$ cat src/rtl/mem_port_arbiter.sv
// Arbiter sharing one single-ported, variable-latency memory between an instruction-fetch
// port and a load/store port, with data priority, a fetch starvation guard and a transfer timeout.
module mem_port_arbiter #(
    parameter int ADDR_W       = 32,
    parameter int DATA_W       = 32,
    parameter int MAX_D_STREAK = 4,
    parameter int TIMEOUT      = 64
) (
    input  logic              clk,
    input  logic              rst_n,

    input  logic              i_req,
    input  logic [ADDR_W-1:0] i_addr,
    output logic [DATA_W-1:0] i_rdata,
    output logic              i_ack,

    input  logic              d_req,
    input  logic              d_we,
    input  logic [ADDR_W-1:0] d_addr,
    input  logic [DATA_W-1:0] d_wdata,
    input  logic [2:0]        d_type,
    output logic [DATA_W-1:0] d_rdata,
    output logic              d_ack,

    output logic              m_req,
    output logic              m_we,
    output logic [ADDR_W-1:0] m_addr,
    output logic [DATA_W-1:0] m_wdata,
    output logic [2:0]        m_type,
    input  logic [DATA_W-1:0] m_rdata,
    input  logic              m_ack,

    output logic              err,
    output logic [ADDR_W-1:0] err_addr,
    input  logic              err_clr
);

    localparam int              TW         = (TIMEOUT > 2) ? $clog2(TIMEOUT) : 1;
    localparam logic [TW-1:0]   TO_LAST    = TW'(TIMEOUT - 1);
    localparam logic [3:0]      STREAK_MAX = 4'(MAX_D_STREAK);
    localparam logic [2:0]      TYPE_WORD  = 3'b010;

    typedef enum logic [1:0] {
        ST_IDLE,
        ST_BUSY_I,
        ST_BUSY_D
    } state_t;

    state_t              r_state;
    state_t              w_next_state;
    logic                w_grant_i;
    logic                w_grant_d;
    logic                w_busy;
    logic                w_timeout;
    logic                w_done;
    logic [TW-1:0]       r_tcnt;
    logic [3:0]          r_streak;
    logic                r_m_we;
    logic [ADDR_W-1:0]   r_m_addr;
    logic [DATA_W-1:0]   r_m_wdata;
    logic [2:0]          r_m_type;
    logic                r_err;
    logic [ADDR_W-1:0]   r_err_addr;

    assign w_busy    = (r_state != ST_IDLE);
    assign w_timeout = w_busy && !m_ack && (r_tcnt == TO_LAST);
    assign w_done    = w_busy && (m_ack || w_timeout);

    // NOTE: every signal gets a default before the case so no path leaves it unassigned (no latch).
    always_comb begin
        w_next_state = r_state;
        w_grant_i    = 1'b0;
        w_grant_d    = 1'b0;
        case (r_state)
            ST_IDLE: begin
                // Data wins unless fetch has already waited out the whole allowed streak.
                if (d_req && (!i_req || (r_streak != STREAK_MAX))) begin
                    w_grant_d    = 1'b1;
                    w_next_state = ST_BUSY_D;
                end else if (i_req) begin
                    w_grant_i    = 1'b1;
                    w_next_state = ST_BUSY_I;
                end
            end
            ST_BUSY_I, ST_BUSY_D: begin
                if (w_done) begin
                    w_next_state = ST_IDLE;
                end
            end
            default: w_next_state = ST_IDLE;
        endcase
    end

    // NOTE: sequential state uses non-blocking assignments so all registers update from pre-edge values.
    always_ff @(posedge clk or negedge rst_n) begin
        if (!rst_n) begin
            r_state <= ST_IDLE;
        end else begin
            r_state <= w_next_state;
        end
    end

    always_ff @(posedge clk or negedge rst_n) begin
        if (!rst_n) begin
            r_m_we    <= 1'b0;
            r_m_addr  <= '0;
            r_m_wdata <= '0;
            r_m_type  <= '0;
        end else if (w_grant_d) begin
            r_m_we    <= d_we;
            r_m_addr  <= d_addr;
            r_m_wdata <= d_wdata;
            r_m_type  <= d_type;
        end else if (w_grant_i) begin
            r_m_we    <= 1'b0;
            r_m_addr  <= i_addr;
            r_m_wdata <= '0;
            r_m_type  <= TYPE_WORD;
        end
    end

    always_ff @(posedge clk or negedge rst_n) begin
        if (!rst_n) begin
            r_streak <= '0;
        end else if (w_grant_d) begin
            if (!i_req) begin
                r_streak <= '0;
            end else if (r_streak != STREAK_MAX) begin
                r_streak <= r_streak + 4'd1;
            end
        end else if (w_grant_i) begin
            r_streak <= '0;
        end
    end

    always_ff @(posedge clk or negedge rst_n) begin
        if (!rst_n) begin
            r_tcnt <= '0;
        end else if (w_grant_d || w_grant_i) begin
            r_tcnt <= '0;
        end else if (w_busy && !m_ack) begin
            r_tcnt <= r_tcnt + TW'(1);
        end
    end

    // A timeout beats a simultaneous clear; the address is only recaptured when err is not held.
    always_ff @(posedge clk or negedge rst_n) begin
        if (!rst_n) begin
            r_err      <= 1'b0;
            r_err_addr <= '0;
        end else if (w_timeout) begin
            r_err <= 1'b1;
            if (!r_err || err_clr) begin
                r_err_addr <= r_m_addr;
            end
        end else if (err_clr) begin
            r_err      <= 1'b0;
            r_err_addr <= '0;
        end
    end

    assign m_req    = w_busy;
    assign m_we     = r_m_we;
    assign m_addr   = r_m_addr;
    assign m_wdata  = r_m_wdata;
    assign m_type   = r_m_type;
    assign err      = r_err;
    assign err_addr = r_err_addr;

    assign i_ack   = (r_state == ST_BUSY_I) && w_done;
    assign d_ack   = (r_state == ST_BUSY_D) && w_done;
    assign i_rdata = ((r_state == ST_BUSY_I) && m_ack) ? m_rdata : '0;
    assign d_rdata = ((r_state == ST_BUSY_D) && m_ack) ? m_rdata : '0;

endmodule

$ cat config.mk
export PLATFORM = sky130hd
export DESIGN_NAME = mem_port_arbiter
export DESIGN_NICKNAME = d
export VERILOG_FILES = /design/src/rtl/mem_port_arbiter.sv
export SDC_FILE = /design/constraint.sdc
export NUM_CORES = 1
export LEC_CHECK = 0
export CAP_MARGIN = 20
export CORE_AREA = 2 2 119 121
export DETAILED_ROUTE_END_ITERATION = 10
export DIE_AREA = 0 0 121 123
export GPL_ROUTABILITY_DRIVEN = 0
export GPL_TIMING_DRIVEN = 0
export PLACE_DENSITY = 0.9
export SKIP_CTS_REPAIR_TIMING = 1
export SLEW_MARGIN = 20
export SYNTH_ARGS = -nofsm -noshare
export SYNTH_HDL_FRONTEND = slang
export SYNTH_SLANG_ARGS = --single-unit
$ cat constraint.sdc
create_clock -name clk -period 2.17 [get_ports clk]
set_input_delay 0.5425 -clock clk [delete_from_list [all_inputs] [get_ports clk]]
set_output_delay 0.5425 -clock clk [all_outputs]
set_load 0.1 [all_outputs]
==> impl_results.md <==
- I/O pins: 306
- Drt first pass iters: 4
- Top fanout value on the critical path: 5
- IO Port Bufs: 305
- Setup crit start kind: flip-flop
- Synth cell types: 38
- Routed Antenna Nets: 0
- Max Slew Vio Count: 0
- Vias per std cell: 5.47
- Maximum VDD drop: 1450 uV
- Critical Path AT: between 1.5 and 2 ns
- DIE WIDTH: 121 um
- Max_cap viols: 0
- Core Footprint: 0.0136 mm^2
- Tcrit/Tclk final: 106%
- First-pass GRT wire length: 28.0 mm
- Top cell type's share of synthesized area: 55.7%
- DRT iter0 DRCs: 258
- Syn-to-layout area delta: 103%
- Violated checks: setup timing
- Post-Syn Area per Cell: 11.2 um^2
- DP Wirelength: 13.8 mm
- Starting Density: a little under two fifths
- Register area share after synthesis: 55.7%
- Final worst path period need: 2.29 ns
- Status: finished with violations
- Fraction of layout instances using a drive strength above 1: approximately 28%
- Ranking of synthesized cells by area: dfrtp_1, a22o_1, and3_1
- Worst r2r path cells: 8
- Least-Margin Pin Slew: approximately 1.0 ns
- Setup_tns: -3.97 ns
- Die ar.: approximately 0.015 mm^2
- Yosys warnings: 0
- Worst Skew: about 0.0062 ns
- Congestion Overflow GR: 0
- # setup viols final: 60
- Worst Setup End Kind: primary output
- Clk_lat worst skew: 0.41 ns
- Flop2flop setup slack: 0.03 ns
- Worst setup margin: -0.121 ns
- Reg clk slew, reported paths: 0.06 ns
- CTS root buf: clkbuf_16
- Clock buffer depth: 2
- Antenna Cells: 0
- Leakage Power: around 5.7 nW
- Post-Syn Nets: 597
- FFs w/ async S/R, synth: 100%
- Mapped Cells: 453
- Vias: 5358
- DRC violations left: 0
- Cell Area, Synth: just over 0.005 mm^2
- Final WL: approximately 20 mm
- H-tree depth: 4
- Reg2reg start: r_state[0]
- Largest net degree at the start of global routing: 73
- Leading area contributor after synthesis: dfrtp_1
- Hold WS: approximately 0.058 ns
- DR WL/cell: 20.9 um
- Gr usage total: between 20% and 30%
- Initial antenna violation count: 0
- Number of flops mapped to enable cells by yosys: 0
- Row count: 43
- Vias in the first global route: around 5400
- PD cells: 1630 mW/mm^2
- Final hold violations: 0
- CTS tree: done
- Critical Path RT: 1.63 ns
- Fmax: 436 MHz
- RSZ-0062 raised after global routing: yes
- Relative slew slack: a little under a third
- Post-layout nets: 932
- HP Class: in2async
- CTS Buf Count: 17
- Yosys reg bits: 113
- Synth Flop Type: dfrtp_1
- Layout fillers: 837
- Setup CP Type: reg2out
- Die H: roughly 120 um
- Number of clock sinks: between 100 and 150
- R2r endpoint: m_addr[10]
through the flow:
| stage | utilization [%] | instances | instance area, um^2 | power (mW) | setup slack (ns) |
|---|---|---|---|---|---|
| floorplan | - | 453 | 5180 | 10.5 | -0.143 |
| global placement | 62.1 | 938 | 8460 | 13.0 | -3.76 |
| detailed placement | 62.3 | 939 | 8490 | 13.1 | -1.59 |
| CTS | 67.0 | 970 | 9130 | 16.2 | -1.60 |
| global route | 75.5 | 980 | 10300 | 17.3 | -0.183 |
| finish | 75.5 | 980 | 10300 | 16.8 | -0.121 |
cells by family after synthesis:
kind of cell / Yosys count / synth area share (%)
AO/OA/AOI/OAI: 153 / 23.6
buffers and inverters: 53 / 4.76
AND/OR/NAND/NOR: 126 / 14.0
flip-flops: 113 / 55.7
adder cells (fa/ha/maj): 6 / 1.48
multiplexers: 2 / 0.419
worst max-delay path, stage by stage, from the launching register on:
cell	delay (ns)
dfrtp_1	0.39
inv_2	0.10
ha_4	0.18
clkinvlp_4	0.10
a31o_4	0.24
and2_4	0.18
buf_12	0.16
registers in the layout (all words and copies together) (netlist names):
name,cells
err,1
err_addr,32
m_addr,32
m_type,3
m_wdata,32
m_we,1
r_state,2
r_streak,4
r_tcnt,6
synthesized netlist by cell type, drive strengths merged (2+ instances only):
library cell / instances
or3: 2
a22o: 68
and2: 3
dfrtp: 113
nor2b: 2
o21ai: 6
a21oi: 35
ha: 6
inv: 7
buf: 23
a221o: 2
nand2: 6
and4b: 2
o32ai: 33
and4: 2
nor2: 35
o211a: 2
clkbuf: 23
nand3: 5
and3: 64
layer usage:
layer,track usage (%),share of wire [%],vias to the layer above
li1,-,-,2400
met3,8.12,8.0,34
met4,6.90,2.0,0
met5,0,0,-
met1,26.3,37,2658
met2,45.2,53,266
worst max-delay path by stage:
stage / start / endpoint / slack [ns] / cells past startpoint
after floorplan: r_state[1] / d_ack / -0.14 / 6
after global routing: r_state[0] / d_ack / -0.18 / 6
final: r_state[0] / d_ack / -0.12 / 6
after global placement: rst_n / m_wdata[5] / -3.76 / 1
after CTS: m_ack / d_rdata[26] / -1.60 / 5
after detailed placement: m_ack / d_rdata[26] / -1.59 / 5
cell usage in the layout, fill, tap and decap left out, drive strengths merged, types with 3 or more instances in the layout:
master / synthesis / routed
buf: 23 / 110
nand3: 5 / 5
a21oi: 35 / 35
dfrtp: 113 / 113
clkdlybuf4s50: 0 / 135
a22o: 68 / 68
clkinv: 0 / 3
o32ai: 33 / 33
and3: 64 / 64
nand2: 6 / 6
o21ai: 6 / 6
and2: 3 / 3
clkbuf: 23 / 34
clkinvlp: 0 / 5
nor2: 35 / 35
ha: 6 / 6
inv: 7 / 7
bufinv: 0 / 5
dlymetal6s2s: 0 / 101
where the power goes:
part           total (mW)  switching, mW  internal [mW]
logic                10.4           7.64           2.79
registers            3.30          0.499           2.80
clock network        3.04           1.01           2.03
layout make-up:
cell class                 instances  area, um^2  area share (%)
tap                              180         225            2.19
buffer                            44         256            2.50
timing repair buffer             318        4050            39.4
clock inverter                    13         211            2.06
multi-input combinational        287        2250            21.9
sequential                       113        2830            27.5
clock buffer                      18         429            4.17
inverter                           7        30.0           0.292
Note: power is estimated with default switching activity, not from simulation.
